<file path="src/rtl/pll_sup_pkg.sv">
// rtl/pll_sup_pkg.sv - shared types and sizing helpers for the PLL lock supervisor
//
// Contents:
//   state_t    - FSM state codes (PLL_RESET=0, WAIT_LOCK=1, SETTLE=2, RUN=3)
//   RETRY_W    - width of the saturating retry counter
//   cnt_width  - bit width needed by the shared down-counter

package pll_sup_pkg;

  localparam int RETRY_W = 8;

  typedef enum logic [1:0] {
    PLL_RESET = 2'd0,
    WAIT_LOCK = 2'd1,
    SETTLE    = 2'd2,
    RUN       = 2'd3
  } state_t;

  // The counter is loaded with N-1, so $clog2 of the largest N is enough.
  // A floor of 1 bit keeps the vector legal when every parameter is 1.
  function automatic int cnt_width(input int a, input int b, input int c);
    int m;
    m = a;
    if (b > m) m = b;
    if (c > m) m = c;
    return (m > 1) ? $clog2(m) : 1;
  endfunction

endpackage

</file>
<file path="src/rtl/pll_lock_supervisor_sync_ff.sv">
// rtl/pll_lock_supervisor_sync_ff.sv - multi-flop synchronizer for a single async bit
//
// Ports:
//   clk    in  - destination clock
//   rst_n  in  - asynchronous active-low reset, clears every stage to 0
//   d      in  - asynchronous input bit
//   q      out - synchronized bit, STAGES cycles behind d

module sync_ff #(
  parameter int STAGES = 2
) (
  input  logic clk,
  input  logic rst_n,
  input  logic d,
  output logic q
);

  (* ASYNC_REG = "TRUE", keep = "true" *) logic [STAGES-1:0] sreg;

  always_ff @(posedge clk or negedge rst_n) begin
    if (!rst_n) begin
      sreg <= '0;
    end else begin
      sreg <= {sreg[STAGES-2:0], d};
    end
  end

  assign q = sreg[STAGES-1];

endmodule

</file>
<file path="src/rtl/pll_lock_supervisor.sv">
// rtl/pll_lock_supervisor.sv - PLL reset sequencer and lock supervisor
//
// Ports:
//   clk           in  - reference clock (also feeds the PLL refclk)
//   reset_n       in  - asynchronous active-low reset
//   pll_locked    in  - PLL locked, asynchronous to clk
//   clear_lost    in  - one-cycle pulse clearing lock_lost
//   pll_rst       out - active-high PLL reset (registered)
//   core_reset_n  out - active-low core reset (registered)
//   lock_lost     out - sticky loss-of-lock flag
//   retry_count   out - saturating count of lock-timeout retries
//   state         out - current FSM state code

module pll_lock_supervisor
  import pll_sup_pkg::*;
#(
  parameter int SYNC_STAGES    = 2,
  parameter int PLL_RST_CYCLES = 16,
  parameter int LOCK_TIMEOUT   = 1048576,
  parameter int SETTLE_CYCLES  = 1024
) (
  input  logic               clk,
  input  logic               reset_n,
  input  logic               pll_locked,
  input  logic               clear_lost,
  output logic               pll_rst,
  output logic               core_reset_n,
  output logic               lock_lost,
  output logic [RETRY_W-1:0] retry_count,
  output logic [1:0]         state
);

  localparam int CW = cnt_width(PLL_RST_CYCLES, LOCK_TIMEOUT, SETTLE_CYCLES);

  localparam logic [CW-1:0] RST_LOAD    = CW'(PLL_RST_CYCLES - 1);
  localparam logic [CW-1:0] TO_LOAD     = CW'(LOCK_TIMEOUT - 1);
  localparam logic [CW-1:0] SETTLE_LOAD = CW'(SETTLE_CYCLES - 1);
  localparam logic [RETRY_W-1:0] RETRY_MAX = {RETRY_W{1'b1}};

  state_t          st;
  logic [CW-1:0]   cnt;
  logic            lk;

  sync_ff #(
    .STAGES (SYNC_STAGES)
  ) u_lock_sync (
    .clk   (clk),
    .rst_n (reset_n),
    .d     (pll_locked),
    .q     (lk)
  );

  assign state = st;

  // pll_rst and core_reset_n are written on the transition into each state,
  // so they change on the same edge as st and never depend on inputs
  // combinationally.
  always_ff @(posedge clk or negedge reset_n) begin
    if (!reset_n) begin
      st           <= PLL_RESET;
      cnt          <= RST_LOAD;
      pll_rst      <= 1'b1;
      core_reset_n <= 1'b0;
      lock_lost    <= 1'b0;
      retry_count  <= '0;
    end else begin
      // Clear first; a loss of lock in RUN below overrides it in the same cycle.
      if (clear_lost) lock_lost <= 1'b0;

      unique case (st)
        PLL_RESET: begin
          if (cnt == '0) begin
            st      <= WAIT_LOCK;
            cnt     <= TO_LOAD;
            pll_rst <= 1'b0;
          end else begin
            cnt <= cnt - CW'(1);
          end
        end

        WAIT_LOCK: begin
          // Lock is tested before timeout so a tie goes to SETTLE.
          if (lk) begin
            st  <= SETTLE;
            cnt <= SETTLE_LOAD;
          end else if (cnt == '0) begin
            st      <= PLL_RESET;
            cnt     <= RST_LOAD;
            pll_rst <= 1'b1;
            if (retry_count != RETRY_MAX) retry_count <= retry_count + RETRY_W'(1);
          end else begin
            cnt <= cnt - CW'(1);
          end
        end

        SETTLE: begin
          // A drop is tested before the final count so a tie restarts the wait.
          if (!lk) begin
            st  <= WAIT_LOCK;
            cnt <= TO_LOAD;
          end else if (cnt == '0) begin
            st           <= RUN;
            core_reset_n <= 1'b1;
          end else begin
            cnt <= cnt - CW'(1);
          end
        end

        RUN: begin
          if (!lk) begin
            st           <= PLL_RESET;
            cnt          <= RST_LOAD;
            pll_rst      <= 1'b1;
            core_reset_n <= 1'b0;
            lock_lost    <= 1'b1;
          end
        end

        default: begin
          st           <= PLL_RESET;
          cnt          <= RST_LOAD;
          pll_rst      <= 1'b1;
          core_reset_n <= 1'b0;
        end
      endcase
    end
  end

endmodule

</file>
<file path="config.mk">
export PLATFORM = sky130hd
export DESIGN_NAME = pll_lock_supervisor
export DESIGN_NICKNAME = d
export VERILOG_FILES = /design/src/rtl/pll_sup_pkg.sv /design/src/rtl/pll_lock_supervisor_sync_ff.sv /design/src/rtl/pll_lock_supervisor.sv
export SDC_FILE = /design/constraint.sdc
export NUM_CORES = 1
export LEC_CHECK = 0
export CAP_MARGIN = 25
export CORE_UTILIZATION = 30
export DETAILED_ROUTE_END_ITERATION = 8
export SLEW_MARGIN = 20
export SYNTH_ARGS = -nofsm -noshare
export SYNTH_HDL_FRONTEND = slang
export SYNTH_SLANG_ARGS = --single-unit
export TNS_END_PERCENT = 5
</file>
<file path="constraint.sdc">
create_clock -name clk -period 2.3 [get_ports clk]
set_input_delay 0.46 -clock clk [delete_from_list [all_inputs] [get_ports clk]]
set_output_delay 0.46 -clock clk [all_outputs]
set_load 0.1 [all_outputs]
</file>
==> results by group, run 1 <==
Detailed routing
  • Antenna-violating nets left: 0
  • Wire per inst: 16.21 um
  • Vias per cell: 5.627
  • Total Wirelength: 6046 um
  • Number of detailed-route iterations in the first pass: 4
  • Remaining routing DRC violations: 0
  • Drt first-iter violations: 203
  • Total number of vias: 2099

Power
  • Overall power after layout: 2.271 mW
  • Power density relative to cell area: 838.7 nW/um2
  • Worst-case vdd ir drop: 307.6 uV
  • Leakage power of the design: 1.070 nW

Worst setup path
  • Startpoint class of the critical path: flip-flop
  • Max Fanout on Critical Path: 6
  • Type of the setup path with the least slack: flip-flop to flip-flop
  • Required time of the critical path: 2.48 ns
  • Critical Path End Type: flip-flop
  • List of cells traversed by the critical path: or4_4 -> or4_4 -> nor3_4 -> o22ai_1 -> a221o_1
  • Critical path's largest stage delay: 0.54 ns
  • Data arrival time of the critical path: 2.39 ns
  • Dominant cell type by count on the critical path: sky130_fd_sc_hd__or4_4
  • Cell type of the slowest stage on the worst timing path: sky130_fd_sc_hd__or4_4

STA
  • Post-layout min period: 2.211 ns
  • RSZ-0062 raised after global routing: yes
  • Crit share post-route: 0.9613
  • Final clock skew: 0.007457 ns
  • Slew Limit Fails: 0
  • Slew at the pin closest to its max-slew limit: 0.8192 ns
  • TNS Setup: 0 ns
  • Number of failing hold endpoints at the final stage: 0
  • Number of setup violations in the final report: 0
  • Slew headroom: 0.4539
  • Achievable clock frequency: 452.3 MHz
  • Post-route worst setup slack: 0.08908 ns
  • Worst hold slack: 0.2585 ns

Synth
  • Synth Cell Area: 2185 um2
  • Per-instance average area after synthesis: 9.141 um2
  • Number of flops mapped to enable cells by yosys: 0
  • Fraction of the yosys area taken by sequential cells: 0.4038
  • Dominant cell type by area after synthesis: sky130_fd_sc_hd__dfrtp_1
  • Count of state elements after synthesis: 35
  • Post-synth top flop: sky130_fd_sc_hd__dfrtp_1
  • Area fraction of the dominant cell type after synthesis: 0.3436
  • Count of distinct cell types in the synthesized netlist: 54
  • Yosys warns: 0
  • Cells taking the most area after synthesis: sky130_fd_sc_hd__dfrtp_1, sky130_fd_sc_hd__dfstp_2, sky130_fd_sc_hd__a21oi_1
  • Post-Syn Nets: 245
  • FFs w/ async S/R, synth: 1.000
  • Cell count after synthesis: 239

Final layout
  • Final Net Count: 282
  • Area Overhead vs Synth: 23.94%
  • Layout cells sized above 1: 0.2527
  • Final cell utilization of the core: 0.3920
  • Non-filler instance count after layout: 373
  • Finished layout cell area: 2708 um2
  • Most common cell after layout, fill and taps aside: sky130_fd_sc_hd__buf_4
  • Number of antenna cells inserted: 0
  • Leading cell types in the layout, fill and taps excluded: sky130_fd_sc_hd__buf_4, sky130_fd_sc_hd__dfrtp_1, sky130_fd_sc_hd__nand2_1

Placement
  • Cell Area, Placed: 2603 um2
  • Number of buffers inserted by port buffering: 16
  • DP Cell Count: 365
  • RePlAce Congestion: 0.8614
  • Worst slack, placed: 0.06183 ns
  • Final HPWL from detailed placement: 4204 um

Clock tree
  • Clock tree from TritonCTS: built
  • Number of buffers on the longest clock path: 2
  • Clock root cell: sky130_fd_sc_hd__clkbuf_8
  • Clock sink count: 35
  • Post-CTS Hold Buffers: 0
  • Clock buffers created by TritonCTS: 5
  • CTS HTree Levels: 2
  • Post-CTS setup repair buffer count: 0
  • Post-CTS clock slew at the launch and capture registers of the worst setup and hold paths: 0.08 ns
  • Number of gates resized after cts: 0
  • Clock latency reported for the late side of the worst-skew pair: 0.29 ns

Global routing
  • Global routing's busiest layer: met2
  • GR Util All Layers: 0.1652
  • GR Util met1: 0.2327
  • Vias in the first global route: 1924
  • Met2 Use GR: 0.2557
  • Global-route congestion overflow total: 0
  • Met3 Usage GRT: 0.03223
  • Number of antenna violations at the first check in global routing: 0
  • First-pass GRT wire length: 9763 um
  • Largest net degree at the start of global routing: 36

Outcome
  • Status: complete, no violations

Die
  • Die extent in y: 87.34 um
  • Die area: 7627 um2
  • Cell row count: 30
  • Std-Cell Core Area: 6907 um2
  • Count of boundary I/O pins: 17
  • Width of the die: 87.34 um
  • Starting density of the core: 0.3163

Min path
  • Kind of path behind the tightest hold check: primary input to asynchronous set/reset pin

Job
  • # Max-Cap Violations: 0
==> cell usage after synthesis, types with 2 or more instances <==
| library cell | number |
|---|---|
| sky130_fd_sc_hd__nand2_1 | 20 |
| sky130_fd_sc_hd__o21ai_0 | 5 |
| sky130_fd_sc_hd__o31a_1 | 2 |
| sky130_fd_sc_hd__clkbuf_1 | 10 |
| sky130_fd_sc_hd__o311a_1 | 2 |
| sky130_fd_sc_hd__o211ai_1 | 7 |
| sky130_fd_sc_hd__ha_1 | 2 |
| sky130_fd_sc_hd__o21ai_1 | 8 |
| sky130_fd_sc_hd__nor2b_1 | 2 |
| sky130_fd_sc_hd__nor4_4 | 2 |
| sky130_fd_sc_hd__inv_1 | 9 |
| sky130_fd_sc_hd__and3_1 | 3 |
| sky130_fd_sc_hd__o2111ai_1 | 2 |
| sky130_fd_sc_hd__nand3_1 | 12 |
| sky130_fd_sc_hd__xnor2_1 | 7 |
| sky130_fd_sc_hd__o22ai_1 | 5 |
| sky130_fd_sc_hd__o221ai_1 | 8 |
| sky130_fd_sc_hd__a221o_1 | 5 |
| sky130_fd_sc_hd__or4_4 | 2 |
| sky130_fd_sc_hd__a21oi_1 | 19 |
| sky130_fd_sc_hd__a2111oi_0 | 2 |
| sky130_fd_sc_hd__nor2_1 | 14 |
| sky130_fd_sc_hd__nor3_1 | 12 |
| sky130_fd_sc_hd__dfstp_2 | 5 |
| sky130_fd_sc_hd__o41ai_1 | 3 |
| sky130_fd_sc_hd__a31oi_1 | 4 |
| sky130_fd_sc_hd__xor2_1 | 4 |
| sky130_fd_sc_hd__nor4_1 | 3 |
| sky130_fd_sc_hd__nand4_1 | 2 |
| sky130_fd_sc_hd__a21boi_1 | 2 |
| sky130_fd_sc_hd__mux2i_1 | 2 |
| sky130_fd_sc_hd__dfrtp_1 | 30 |
| sky130_fd_sc_hd__or3_1 | 2 |
| sky130_fd_sc_hd__nand2b_1 | 2 |
==> cell families after synthesis <==
kind of cell | Yosys count | synth area share
simple gates | 87 | 0.2302
compound gates | 79 | 0.2543
flops | 35 | 0.4038
buf+inv | 22 | 0.04181
xor+xnor | 11 | 0.04410
mux | 3 | 0.01432
fa+ha+maj | 2 | 0.01145
==> final cells by class <==
| class | count | area [um2] |
|---|---|---|
| tap | 96 | 120.1 |
| clock buffer | 7 | 86.33 |
| multi-input combinational | 182 | 1230 |
| clock inverter | 1 | 5.005 |
| sequential | 35 | 882.1 |
| inverter | 9 | 33.78 |
| fill | 701 | 4199 |
| timing repair buffer | 43 | 350.3 |
==> power breakdown <==
group          switching [mW]  leakage (nW)  internal (mW)
sequential              0.160         0.405          0.773
combinational           0.496         0.616          0.362
clock                   0.237        0.0482          0.242
==> metal layers <==
metal  vias up  part of all wire
met4         0            0.0096
met1      1040              0.47
met5         -                 0
li1        988                 -
met2        64              0.47
met3         7             0.050
==> worst max-delay path, delay by kind of cell, from the launching register on <==
family          cells  cell delay [ns]
compound gates      2             0.45
flops               1             0.39
simple gates        3             1.28
==> registers in the layout, summed over array words and instances (netlist names) <==
register          cells
lock_lost             1
core_reset_n          1
pll_rst               1
state                 2
u_lock_sync.sreg      2
cnt                  20
retry_count           8
==> path summary, 6_finish.rpt <==
check / start / end / slack, ns / cells past startpoint
setup / recovery: cnt[12] / cnt[18] / 0.09 / 5
hold / removal: reset_n / cnt[7] / 0.26 / 1
setup reg to reg: cnt[12] / cnt[18] / 0.09 / 5
hold reg to reg: u_lock_sync.sreg[0] / u_lock_sync.sreg[1] / 0.35 / 0
max in group asynchronous: reset_n / u_lock_sync.sreg[0] / 1.52 / 1
min in group clk: u_lock_sync.sreg[0] / u_lock_sync.sreg[1] / 0.35 / 0
Note: power is estimated with default switching activity, not from simulation.
==> run 2, diff against run 1 <==
- CORE_MARGIN: default -> 5
==> results by group, run 2 (same netlist as run 1, synthesis figures left out) <==
STA
  • TNS Setup: 0 ns
  • Final clock skew: 0.01014 ns
  • RSZ-0062 raised after global routing: yes
  • Post-route worst setup slack: 0.03087 ns
  • Number of setup violations in the final report: 0
  • Achievable clock frequency: 440.7 MHz
  • Slew headroom: 0.4619
  • Slew Limit Fails: 0
  • Number of failing hold endpoints at the final stage: 0
  • Post-layout min period: 2.269 ns
  • Slew at the pin closest to its max-slew limit: 0.8072 ns
  • Crit share post-route: 0.9866

Global routing
  • Number of antenna violations at the first check in global routing: 0
  • Largest net degree at the start of global routing: 36
  • GR Util All Layers: 0.1387
  • Global-route congestion overflow total: 0
  • Vias in the first global route: 1975
  • First-pass GRT wire length: 9811 um

Job
  • # Max-Cap Violations: 0

Detailed routing
  • Total Wirelength: 5896 um
  • Total number of vias: 2023
  • Wire per inst: 15.85 um
  • Drt first-iter violations: 217
  • Remaining routing DRC violations: 0
  • Vias per cell: 5.438
  • Antenna-violating nets left: 0
  • Number of detailed-route iterations in the first pass: 4

Worst setup path
  • Critical path's largest stage delay: 0.57 ns
  • Required time of the critical path: 2.48 ns
  • Critical Path End Type: flip-flop
  • List of cells traversed by the critical path: or4_4 -> or4_4 -> nor3_4 -> o22ai_1 -> a221o_1
  • Worst Setup EP: cnt[18]
  • Length in cells of the worst reg-to-reg path: 5
  • Startpoint class of the critical path: flip-flop
  • Max Fanout on Critical Path: 6
  • Startpoint of the worst-slack reg-to-reg timing path: cnt[14]
  • Origin of the worst setup path: cnt[14]
  • Dominant cell type by count on the critical path: sky130_fd_sc_hd__or4_4
  • RR Endpoint: cnt[18]
  • Data arrival time of the critical path: 2.45 ns
  • Register-to-register setup slack: 0.03 ns
  • Cell type of the slowest stage on the worst timing path: sky130_fd_sc_hd__or4_4
  • Type of the setup path with the least slack: flip-flop to flip-flop

Clock tree
  • Clock root cell: sky130_fd_sc_hd__clkbuf_8
  • Clock latency reported for the late side of the worst-skew pair: 0.29 ns
  • Clock tree from TritonCTS: built
  • Post-CTS setup repair buffer count: 0
  • Clock sink count: 35
  • CTS HTree Levels: 2
  • Clock buffers created by TritonCTS: 5
  • Number of buffers on the longest clock path: 2
  • Post-CTS clock slew at the launch and capture registers of the worst setup and hold paths: 0.08 ns

Final layout
  • Layout cells sized above 1: 0.2381
  • Filler instances: 731
  • Largest reg by FF count: cnt
  • Number of antenna cells inserted: 0
  • Final Net Count: 278
  • Area Overhead vs Synth: 21.99%
  • Registers with the most flip-flops: cnt: 20 flops, retry_count: 8 flops
  • Leading cell types in the layout, fill and taps excluded: sky130_fd_sc_hd__buf_4, sky130_fd_sc_hd__dfrtp_1, sky130_fd_sc_hd__nand2_1
  • Most common cell after layout, fill and taps aside: sky130_fd_sc_hd__buf_4
  • Flip-flop count of the largest register, all copies and words added: 20

Outcome
  • Status: complete, no violations

Die
  • Die area: 9089 um2
  • Cell row count: 31
  • Width of the die: 95.34 um
  • Count of boundary I/O pins: 17
  • Die extent in y: 95.34 um
  • Std-Cell Core Area: 7176 um2
  • Starting density of the core: 0.3044

Min path
  • Kind of path behind the tightest hold check: primary input to asynchronous set/reset pin

Placement
  • Worst slack, placed: 0.02874 ns
  • Final HPWL from detailed placement: 4153 um
  • RePlAce Congestion: 0.8093
  • Number of buffers inserted by port buffering: 16

Power
  • Leakage power of the design: 1.049 nW
  • Power density relative to cell area: 832.4 nW/um2
  • Worst-case vdd ir drop: 278.1 uV
[run 2: cell types whose count changed in the layout (fill, tap and decap cells not counted)]
cell,delta
sky130_fd_sc_hd__buf_4,-4
sky130_fd_sc_hd__a21boi_1,+2
sky130_fd_sc_hd__a2111oi_1,-1
sky130_fd_sc_hd__clkinv_2,+2
sky130_fd_sc_hd__clkbuf_1,-1
sky130_fd_sc_hd__a2111oi_0,+1
sky130_fd_sc_hd__clkbuf_8,-1
sky130_fd_sc_hd__a21boi_2,-2
[run 2: worst min-delay path by stage]
stage / slack [ns] / cells past startpoint / end
3_5_place_dp: 0.34 / 0 / u_lock_sync.sreg[1]
3_3_place_gp: 0.33 / 0 / u_lock_sync.sreg[1]
4_1_cts: 0.29 / 1 / cnt[4]
2_1_floorplan: 0.16 / 0 / cnt[10]
5_1_grt: 0.34 / 1 / cnt[7]
6_report: 0.25 / 1 / cnt[7]
[run 2: report_power, final]
group / internal [mW] / switching, mW
combinational: 0.354 / 0.487
clock: 0.208 / 0.242
sequential: 0.773 / 0.155
[run 2: cell type report]
cell class | instances | area (um2) | area share
Clock buffer | 5 | 68.82 | 0.02582
Tap cell | 99 | 123.9 | 0.04648
Multi-Input combinational cell | 182 | 1221 | 0.4582
Sequential cell | 35 | 882.1 | 0.3310
Clock inverter | 3 | 15.01 | 0.005634
Inverter | 9 | 33.78 | 0.01268
Timing Repair Buffer | 39 | 320.3 | 0.1202
[run 2: worst max-delay path: cells and delay by family (launching register included)]
| kind | cells | cell delay [ns] |
|---|---|---|
| DFF | 1 | 0.38 |
| AOI/OAI and AO/OA | 2 | 0.46 |
| and+or+nand+nor | 3 | 1.31 |
[run 2: per-stage QoR]
step	cell area, um2	total power, mW	instances	hold WS [ns]	utilization
floorplan	2191	1.494	239	0.1644	-
global placement	2576	1.753	364	0.3335	0.3590
detailed placement	2576	1.777	364	0.3379	0.3590
CTS	2660	2.228	372	0.2909	0.3707
global route	2665	2.348	372	0.3372	0.3714
finish	2665	2.218	372	0.2482	0.3714
[run 2: metal layers]
| layer | up-vias | global-route usage | part of all wire |
|---|---|---|---|
| li1 | 982 | - | - |
| met4 | 0 | 0.03606 | 0.0081 |
| met1 | 993 | 0.1940 | 0.49 |
| met5 | - | 0 | 0 |
| met2 | 41 | 0.2163 | 0.46 |
| met3 | 7 | 0.02999 | 0.045 |
[run 2: repair_timing]
| action | 4_1_cts | 5_1_grt |
|---|---|---|
| setup endpoints to repair | 0 | 6 |
| resized for setup | 0 | 1 |
| hold buffers | 0 | 0 |
==> run 3, diff against run 2 <==
==> constraint.sdc (replaced) <==
create_clock -name clk -period 2.94 [get_ports clk]
set_input_delay 0.294 -clock clk [delete_from_list [all_inputs] [get_ports clk]]
set_output_delay 0.294 -clock clk [all_outputs]
set_load 0.1 [all_outputs]
==> results by group, run 3 (same netlist as run 1, synthesis figures left out) <==
Final layout
  • Finished layout cell area: 2530 um2
  • Number of antenna cells inserted: 0
  • Non-filler instance count after layout: 358
  • Registers with the most flip-flops: cnt: 20 flops, retry_count: 8 flops
  • Final Net Count: 264
  • Final cell utilization of the core: 0.3526
  • Area Overhead vs Synth: 15.81%
  • Leading cell types in the layout, fill and taps excluded: sky130_fd_sc_hd__dfrtp_1, sky130_fd_sc_hd__buf_4, sky130_fd_sc_hd__nand2_1
  • Flip-flop count of the largest register, all copies and words added: 20
  • Most common cell after layout, fill and taps aside: sky130_fd_sc_hd__dfrtp_1
  • Layout cells sized above 1: 0.1892
  • Largest reg by FF count: cnt

Job
  • # Max-Cap Violations: 0

STA
  • TNS Setup: 0 ns
  • Worst hold slack: 0.09465 ns
  • Number of setup violations in the final report: 0
  • Final clock skew: 0.009116 ns
  • Crit share post-route: 0.8285
  • RSZ-0062 raised after global routing: no
  • Slew at the pin closest to its max-slew limit: 0.8147 ns
  • Slew headroom: 0.4568
  • Number of failing hold endpoints at the final stage: 0
  • Slew Limit Fails: 0
  • Post-layout min period: 2.436 ns
  • Achievable clock frequency: 410.5 MHz

Worst setup path
  • Max Fanout on Critical Path: 9
  • Cell type of the slowest stage on the worst timing path: sky130_fd_sc_hd__or4_4
  • Startpoint class of the critical path: flip-flop
  • Critical path's largest stage delay: 0.59 ns
  • Required time of the critical path: 3.15 ns
  • Data arrival time of the critical path: 2.64 ns
  • Critical Path End Type: flip-flop
  • List of cells traversed by the critical path: or4_4 -> or4_4 -> nor2_4 -> nand3_1 -> o2111ai_1
  • Type of the setup path with the least slack: flip-flop to flip-flop
  • Dominant cell type by count on the critical path: sky130_fd_sc_hd__or4_4

Global routing
  • Global-route congestion overflow total: 0
  • Global routing's busiest layer: met2
  • GR Util All Layers: 0.1363
  • Met2 Use GR: 0.2052
  • Number of antenna violations at the first check in global routing: 0
  • GR Util met1: 0.1958
  • Largest net degree at the start of global routing: 36
  • Vias in the first global route: 1956
  • First-pass GRT wire length: 9853 um
  • Met3 Usage GRT: 0.03078

Clock tree
  • Clock root cell: sky130_fd_sc_hd__clkbuf_8
  • Clock latency reported for the late side of the worst-skew pair: 0.29 ns
  • Post-CTS clock slew at the launch and capture registers of the worst setup and hold paths: 0.08 ns
  • CTS HTree Levels: 2
  • Clock sink count: 35
  • Number of gates resized after cts: 0
  • Clock buffers created by TritonCTS: 5
  • Post-CTS Hold Buffers: 0
  • Post-CTS setup repair buffer count: 0
  • Clock tree from TritonCTS: built
  • Number of buffers on the longest clock path: 2

Die
  • Die extent in y: 95.34 um
  • Die area: 9089 um2
  • Std-Cell Core Area: 7176 um2
  • Starting density of the core: 0.3044
  • Width of the die: 95.34 um
  • Cell row count: 31
  • Count of boundary I/O pins: 17

Detailed routing
  • Remaining routing DRC violations: 0
  • Total number of vias: 1976
  • Drt first-iter violations: 171
  • Antenna-violating nets left: 0
  • Wire per inst: 15.95 um
  • Number of detailed-route iterations in the first pass: 5
  • Total Wirelength: 5711 um
  • Vias per cell: 5.520

Power
  • Worst-case vdd ir drop: 249.5 uV
  • Leakage power of the design: 0.9685 nW
  • Power density relative to cell area: 663.1 nW/um2

Placement
  • RePlAce Congestion: 0.8591
  • Number of buffers inserted by port buffering: 16
  • Final HPWL from detailed placement: 3921 um
  • DP Cell Count: 350
  • Cell Area, Placed: 2441 um2

Min path
  • Kind of path behind the tightest hold check: primary input to asynchronous set/reset pin

Outcome
  • Status: complete, no violations
-- run 3: cell types whose count changed in the layout (fill, tap and decap cells not counted), sizes merged --
cell      change
buf          -14
clkinv        -2
clkinvlp      +2
-- run 3: path summary, 6_finish.rpt --
| check | from | end | slack (ns) | depth (start not counted) |
|---|---|---|---|---|
| max | cnt[13] | cnt[15] | 0.50 | 5 |
| min | reset_n | cnt[6] | 0.09 | 1 |
| max reg2reg | cnt[13] | cnt[15] | 0.50 | 5 |
| min reg2reg | u_lock_sync.sreg[0] | u_lock_sync.sreg[1] | 0.35 | 0 |
| max in group asynchronous | reset_n | state[1] | 2.33 | 1 |
| min in group clk | u_lock_sync.sreg[0] | u_lock_sync.sreg[1] | 0.35 | 0 |
-- run 3: power by group --
| group | internal, mW | total (mW) | switching, mW |
|---|---|---|---|
| registers | 0.605 | 0.749 | 0.145 |
| logic | 0.225 | 0.570 | 0.345 |
| clock network | 0.165 | 0.358 | 0.193 |
| total | 0.994 | 1.68 | 0.683 |
-- run 3: cell type report --
type,count,area [um2]
clock buffer,5,68.82
clock inverter,3,20.02
fill,742,4646
inverter,9,33.78
multi-input combinational,182,1211
sequential,35,882.1
tap,99,123.9
timing repair buffer,25,190.2
-- run 3: metrics by stage --
stage / power, mW / setup slack (ns)
finish: 1.678 / 0.5042
global route: 1.781 / 0.3662
CTS: 1.683 / 0.4966
detailed placement: 1.325 / 0.5174
global placement: 1.315 / 0.5690
floorplan: 1.168 / 0.6109
-- run 3: critical path: cells and delay by family (launching register included) --
kind               cells  cell delay [ns]
and+or+nand+nor        4             1.74
DFF                    1             0.43
AOI/OAI and AO/OA      1             0.18
-- run 3: layer usage --
layer  routed length [um]  vias to the layer above  part of all wire
met5                    0                        -                 0
met4                   17                        0            0.0030
met3                  295                        2             0.052
met2                 2540                       41              0.44
met1                 2858                      981              0.50
li1                     -                      952                 -
